`src/rtl/seg_scan_bcd.sv`:
```
// Time-multiplexed seven-segment driver for packed BCD digits.
// Digits are snapshotted once per frame, with leading-zero blanking and anti-ghosting blank time.
module seg_scan_bcd #(
  parameter int DIGITS         = 4,
  parameter int SCAN_DIV       = 50000,
  parameter int BLANK_CYC      = 500,
  parameter bit SEG_ACTIVE_LOW = 1'b1,
  parameter bit AN_ACTIVE_LOW  = 1'b1
) (
  input  logic                sys_clk,
  input  logic                sys_rst_n,
  input  logic [4*DIGITS-1:0] bcd_in,
  input  logic [DIGITS-1:0]   dp_in,
  input  logic                blank_lz,
  output logic [6:0]          seg,
  output logic                dp,
  output logic [DIGITS-1:0]   an,
  output logic                frame_done
);

  localparam int PW = $clog2(SCAN_DIV);
  localparam int IW = (DIGITS > 1) ? $clog2(DIGITS) : 1;

  localparam logic [PW-1:0]     P_LAST   = PW'(SCAN_DIV - 1);
  localparam logic [PW-1:0]     P_BLANK  = PW'(BLANK_CYC);
  localparam logic [IW-1:0]     IDX_LAST = IW'(DIGITS - 1);
  // XOR-ing an active-high value with these "off" patterns applies the output polarity.
  localparam logic [6:0]        SEG_OFF  = {7{SEG_ACTIVE_LOW}};
  localparam logic              DP_OFF   = SEG_ACTIVE_LOW;
  localparam logic [DIGITS-1:0] AN_OFF   = {DIGITS{AN_ACTIVE_LOW}};

  logic [PW-1:0]       p;
  logic [IW-1:0]       idx;
  logic [4*DIGITS-1:0] snap_bcd;
  logic [DIGITS-1:0]   snap_dp;
  logic                snap_lz;

  logic [DIGITS-1:0]   lz_blank;
  logic                zero_run;
  logic [3:0]          cur_code;
  logic                cur_dp;
  logic                cur_blank;
  logic [DIGITS-1:0]   cur_onehot;

  function automatic logic [6:0] decode(input logic [3:0] code);
    case (code)
      4'd0:    decode = 7'h3F;
      4'd1:    decode = 7'h06;
      4'd2:    decode = 7'h5B;
      4'd3:    decode = 7'h4F;
      4'd4:    decode = 7'h66;
      4'd5:    decode = 7'h6D;
      4'd6:    decode = 7'h7D;
      4'd7:    decode = 7'h07;
      4'd8:    decode = 7'h7F;
      4'd9:    decode = 7'h6F;
      default: decode = 7'h40;
    endcase
  endfunction

  // Walk from the most significant digit down; the run of blankable zeros ends at the first non-zero or dp.
  always_comb begin
    zero_run = snap_lz;
    lz_blank = '0;
    for (int i = DIGITS - 1; i >= 0; i--) begin
      zero_run    = zero_run && (snap_bcd[4*i +: 4] == 4'd0) && !snap_dp[i];
      lz_blank[i] = zero_run && (i != 0);
    end
  end

  always_comb begin
    cur_code   = 4'd0;
    cur_dp     = 1'b0;
    cur_blank  = 1'b0;
    cur_onehot = '0;
    for (int i = 0; i < DIGITS; i++) begin
      if (idx == IW'(i)) begin
        cur_code      = snap_bcd[4*i +: 4];
        cur_dp        = snap_dp[i];
        cur_blank     = lz_blank[i];
        cur_onehot[i] = 1'b1;
      end
    end
  end

  always_ff @(posedge sys_clk) begin
    if (!sys_rst_n) begin
      p          <= '0;
      idx        <= '0;
      snap_bcd   <= '0;
      snap_dp    <= '0;
      snap_lz    <= 1'b0;
      frame_done <= 1'b0;
      seg        <= SEG_OFF;
      dp         <= DP_OFF;
      an         <= AN_OFF;
    end else begin
      frame_done <= 1'b0;
      if (p == P_LAST) begin
        p <= '0;
        if (idx == IDX_LAST) begin
          idx        <= '0;
          snap_bcd   <= bcd_in;
          snap_dp    <= dp_in;
          snap_lz    <= blank_lz;
          frame_done <= 1'b1;
        end else begin
          idx <= idx + 1'b1;
        end
      end else begin
        p <= p + 1'b1;
      end

      if ((p < P_BLANK) || cur_blank) begin
        seg <= SEG_OFF;
        dp  <= DP_OFF;
        an  <= AN_OFF;
      end else begin
        seg <= decode(cur_code) ^ SEG_OFF;
        dp  <= cur_dp ^ DP_OFF;
        an  <= cur_onehot ^ AN_OFF;
      end
    end
  end

endmodule

```
`config.mk`:
```
export PLATFORM = sky130hd
export DESIGN_NAME = seg_scan_bcd
export DESIGN_NICKNAME = d
export VERILOG_FILES = /design/src/rtl/seg_scan_bcd.sv
export SDC_FILE = /design/constraint.sdc
export NUM_CORES = 1
export LEC_CHECK = 0
export BUFFER_PORTS_ARGS = -buffer_cell sky130_fd_sc_hd__buf_2
export CAP_MARGIN = 10
export CORE_ASPECT_RATIO = 1.2
export CORE_MARGIN = 2
export CORE_UTILIZATION = 60
export DETAILED_ROUTE_END_ITERATION = 12
export PLACE_DENSITY = 0.86
export SLEW_MARGIN = 20
export SYNTH_ARGS = -nofsm -noshare
export SYNTH_HDL_FRONTEND = slang
export SYNTH_SLANG_ARGS = --single-unit
export TNS_END_PERCENT = 10
```
`constraint.sdc`:
```
create_clock -name sys_clk -period 5 [get_ports sys_clk]
set_input_delay 0.75 -clock sys_clk [delete_from_list [all_inputs] [get_ports sys_clk]]
set_output_delay 0.75 -clock sys_clk [all_outputs]
set_load 0.05 [all_outputs]
```
# --- Yosys cells after proc, flatten, opt, wreduce, memory -nomap -nowiden ---
# Memories as Yosys holds them, arrays and structs flattened.
# Index checks and enable logic that the tools add are counted.
op_classes:
  addsub: 2
  multipliers: 0
  div_mod_pow: 0
  magnitude_cmp: 1
  n_eq_ne: 4
  n_shift: 0
  mux: 18
  bitwise_logic: 4
  reduce_logical: 18
op_table:
  columns: ["cell", "n"]
  rows:
  - ["16-bit by 1-bit adder with 16-bit output, second input constant", 1]
  - ["16-bit equality test, second input constant", 1]
  - ["16-bit by 9-bit less-than comparator with 1-bit output, second input constant", 1]
  - ["4-bit two-way mux", 4]
  - ["7-bit two-way mux", 2]
  - ["4-bit logical NOT", 3]
  - ["1-bit two-way mux", 11]
  - ["7-bit NOT", 1]
  - ["1-bit logical AND", 6]
  - ["2-bit equality test, second input constant", 2]
  - ["4-bit NOT", 1]
  - ["2-bit AND reduction", 2]
  - ["2-bit OR reduction", 2]
  - ["1-bit logical NOT", 3]
  - ["2-bit by 1-bit adder with 2-bit output, second input constant", 1]
  - ["2-bit by 1-bit equality test with 1-bit output, second input constant", 1]
  - ["2-bit logical NOT", 1]
  - ["2-bit two-way mux", 1]
  - ["1-bit NOT", 2]
  - ["1-bit logical OR", 1]
word_totals:
  reg_bits: 52
  latchBits: 0
  mem_bits_rw: 0
  rom_bits: 112
  inputBits: 23
  output_inout_bits: 13
  word_cells: 57
  memories: 1
mem_list:
  columns: ["memory", "words", "word_bits", "rd", "rd_clocked_by_memory_dff", "wr", "line", "rtl"]
  rows:
  - ["(name not given)", 16, 7, 1, 0, 0, "46", "case (code)"]

# --- Logic depth before layout (Yosys ltp) ---
depth:
  word_depth: 14
  depth_mapped: 10
  ltp_nobuf: 9

# --- Least setup slack after synthesis ---
# Ideal clock, no wire load.
synth_path:
  kind: "flip-flop to flip-flop"
  start: "register idx[0]"
  end: "register seg[5]"
  setup_ps: 74
  arrival_time_ps: 2012
  required_ps: 4926
  slack_ps: 2914
  path_stages_with_launch: 10
  n_path_buf: 1
  synth_period_minus_slack_ps: 2086
  path_cell_list: "dfxtp_1 inv_1 ha_1 clkbuf_1 nor3b_1 a211oi_1 inv_1 ha_1 o211a_1 o21ai_0"
synth_between:
  elab_chain_cells: 9
  elab_cells_between_ends: 17
  classes_between: "3 x eq/ne; 9 x mux; 1 x bitwise; 3 x reduce/logical; 1 x memory"
synth_lines:
  columns: ["item", "line", "rtl"]
  rows:
  - ["start: declaration", "33", "logic [IW-1:0] idx;"]
  - ["start signal: assignment", "108", "idx <= idx + 1'b1;"]
  - ["2-bit logical NOT", "77", "if (idx == IW'(i)) begin"]
  - ["4-bit two-way mux (4 in series)", "77", null]
  - ["memory read 16 x 7 bit", null, null]
  - ["7-bit two-way mux", "114", "if ((p < P_BLANK) || cur_blank) begin"]
  - ["7-bit two-way mux", "87", "if (!sys_rst_n) begin"]
  - ["7-bit NOT (no line)", null, null]
  - ["end signal: assignment", "119", "seg <= decode(cur_code) ^ SEG_OFF;"]
  - ["end: declaration", "15", "output logic [6:0] seg,"]
# Parallel ways exist; a longest one is shown, timed or not. The select of a mux whose other input is x is not followed.
# A chain may end at the register's enable or synchronous reset.

# --- Final worst setup path ---
layout_path:
  start: "register p[0]"
  end: "register snap_bcd[10]"
layout_between:
  elab_chain_cells: 2
layout_lines:
  columns: ["item", "line", "rtl"]
  rows:
  - ["start: declaration", "32", "logic [PW-1:0] p;"]
  - ["start signal: assignment", "111", "p <= p + 1'b1;"]
  - ["16-bit equality test", "99", "if (p == P_LAST) begin"]
  - ["2-bit AND reduction (no line)", null, null]
  - ["end signal: assignment", "103", "snap_bcd <= bcd_in;"]
  - ["end: declaration", "34", "logic [4*DIGITS-1:0] snap_bcd;"]
# Every way passes these cells.

==> reports/qor.yml <==
yosysWarnings: 0
htree_levels: 2
slew_headroom_pct: 43.3
synth-seq-area-share_pct: 44.6
max-vdd-ir-drop_uv: 230
rows: 24
status: "finished clean"
hold_path.startpoint: "p[0]$_SDFF_PP0_"
fin_crit_ns: 2.43
syn_area_um2: 2330
synth_cells: 250
synth_nets: 283
ctsRootBufferMaster: "clkbuf_8"
fin_worst_skew_ns: 0.0125
yosysMostFrequentCell: "dfxtp_1"
r2r-end: "snap_bcd[10]$_SDFFE_PN0P_"
synth_top_family_by_area: "simple AND/OR/NAND/NOR gates"
wl_met1_um: 1870
synth-edff-count: 0
grt_overflow_total: 0
setup_viol: 0
rsz0062_at_grt: "false"
endpoint_kind: "flop"
wl_met3_um: 166
finalMaxSlewViolations: 0
die_h_um: 72.3
hold_depth: 1
grt_pass1_wl_um: 7590
die_area_um2: 4400
die_w_um: 60.9
critPathMaxFanout: 22
clock_latency_ns: 0.31
syn2layout_area_growth_pct: 10.6
worst_hold_slack_ns: 0.481
timing.fmax_mhz: 412
p_leak_nw: 1.16
yosysTopAreaCell: "dfxtp_1"
yosys.area_share.xor_xnor_pct: 5.26
tritoncts: "done"
synthFlopType: "dfxtp_1"
maxCapViolations: 0
synthTopCellsByArea: "dfxtp_1, mux2i_1, nor2_1, ha_1, nand2_1"
antenna_left: 0
ctsHoldBuffers: 0
dp_hpwl_um: 3330
min_to: "p[0]$_SDFF_PP0_"
fin_nets: 314
cts_sinks: 52
period_share_pct: 48.6
async_flop_share_pct: 0
fin_util_pct: 69.9
synthAdderAreaFrac_pct: 5.36
max_slew.worst_pin.slew_ns: 0.850
rr_worst_depth: 6
routed.top_layer: "met4"
cts_buffers: 5
postSynthAreaPerCell_um2: 9.33
r2r_setup_slack_ns: 2.57
ioPinCount: 36
cts_setup_buffers: 0
start_util_pct: 63.1
hold_viol_final: 0
cellPowerDensity_nw_per_um2: 265
setup_slack_ns: 2.57
via_per_inst: 5.47
yosys.area.top_type_share_pct: 44.6
place_ws_ns: 2.42
port_buffers: 35
grt_max_degree: 25
cp-start-kind: "flop"
routed_wl_um: 4500
drc: 0
antennaDiodeCount: 0
place_congestion: 0.828
drt-initial-drc-count: 51
cp.arrival_ns: 2.60
ys_ff_latch: 52
track_usage_pct: 22.9
antenna_found_initial: 0
met2_length_um: 2380
crit_type: "reg -> reg"
cts_resized: 0
ys_types: 42
synth_compound_area_share_pct: 7.56
wl_per_cell_um: 13.5
setup_tns_ns: 0
vias: 1828
p_total_mw: 0.685
r2r_start: "p[0]$_SDFF_PP0_"
synth_common_cells: "dfxtp_1, nor2_1, mux2i_1, nand2_1, ha_1"
clk_pin_slew_worst_paths_ns: 0.10
dr.pass1.iters: 4
hp-class: "reg -> reg"
drive_gt1_share_pct: 16.7
fill_cells: 303
muxShareOfSynthArea_pct: 10.7
synth-simple-area-share_pct: 21.2
cp_data_required_time_ns: 5.17
core_um2: 3690
clk_path_buf_depth: 2
grt_pass1_vias: 1791
==> layout by cell type, fill, tap and decap left out, types with 2 or more instances in the layout <==
master	n
nor3b_1	3
xor2_1	8
a31oi_1	2
mux2i_1	25
dfxtp_1	52
a21oi_1	5
clkbuf_8	5
buf_2	35
o21ai_0	7
inv_1	9
nand3_1	8
nor3_1	7
nor2_1	44
and3_2	2
a211oi_1	5
and3_1	2
ha_1	10
nand3b_1	4
xnor2_1	6
nand2_1	19
a211o_1	2
nor2b_1	3
==> layout make-up <==
cell class | instances | area, µm² | share of cell area [%]
well taps | 52 | 65.1 | 2.52
repair buffers | 35 | 175 | 6.79
clock inverters | 3 | 27.5 | 1.07
inverters | 9 | 33.8 | 1.31
flip-flops and latches | 52 | 1040 | 40.3
multi-input cells | 178 | 1170 | 45.3
clock buffers | 5 | 68.8 | 2.67
==> per-stage QoR <==
stage,cell area [µm²],cells
detailed placement,2480,326
floorplan,2330,250
finish,2580,334
CTS,2580,334
global placement,2480,326
global route,2580,334
==> power breakdown <==
part	internal, mW	switching, mW	total [mW]
Sequential	0.416	0.00202	0.418
Combinational	0.00856	0.00890	0.0175
Clock	0.103	0.147	0.249
==> worst max path at each step <==
stage,start,to
detailed placement,p[0]$_SDFF_PP0_,snap_bcd[10]$_SDFFE_PN0P_
CTS,p[0]$_SDFF_PP0_,snap_bcd[10]$_SDFFE_PN0P_
floorplan,idx[0]$_SDFFE_PN0N_,seg[5]$_SDFF_PP1_
global placement,p[0]$_SDFF_PP0_,snap_bcd[13]$_SDFFE_PN0P_
finish,p[0]$_SDFF_PP0_,snap_bcd[10]$_SDFFE_PN0P_
global route,idx[1]$_SDFFE_PN0N_,seg[3]$_SDFF_PP1_
==> sequential cells by signal (all words and copies together), names as in the netlist <==
register    cells
dp              1
p              16
an              4
seg             7
idx             2
snap_bcd       16
frame_done      1
snap_dp         4
snap_lz         1
==> cells by family (layout without fill, tap and decap cells) <==
logic type	after synthesis	after routing
buf+inv	20	52
xor+xnor	14	14
mux	25	25
fa+ha+maj	10	10
flops	52	52
simple gates	102	102
compound gates	27	27
==> layer usage <==
metal  global-route usage (%)  vias up
met4                     8.21        0
li1                         -      915
met3                     6.42        9
met2                     40.6       41
met5                        0        -
met1                     25.6      863
==> worst max-delay path, cell delays in order, from the launching register on <==
cell and delay [ns]:
dfxtp_1 0.39, ha_1 0.20, nand3_1 0.17, or4b_1 0.63, or2_2 0.58, mux2i_1 0.25, nor2_1 0.06
Note: power is estimated with default switching activity, not from simulation.
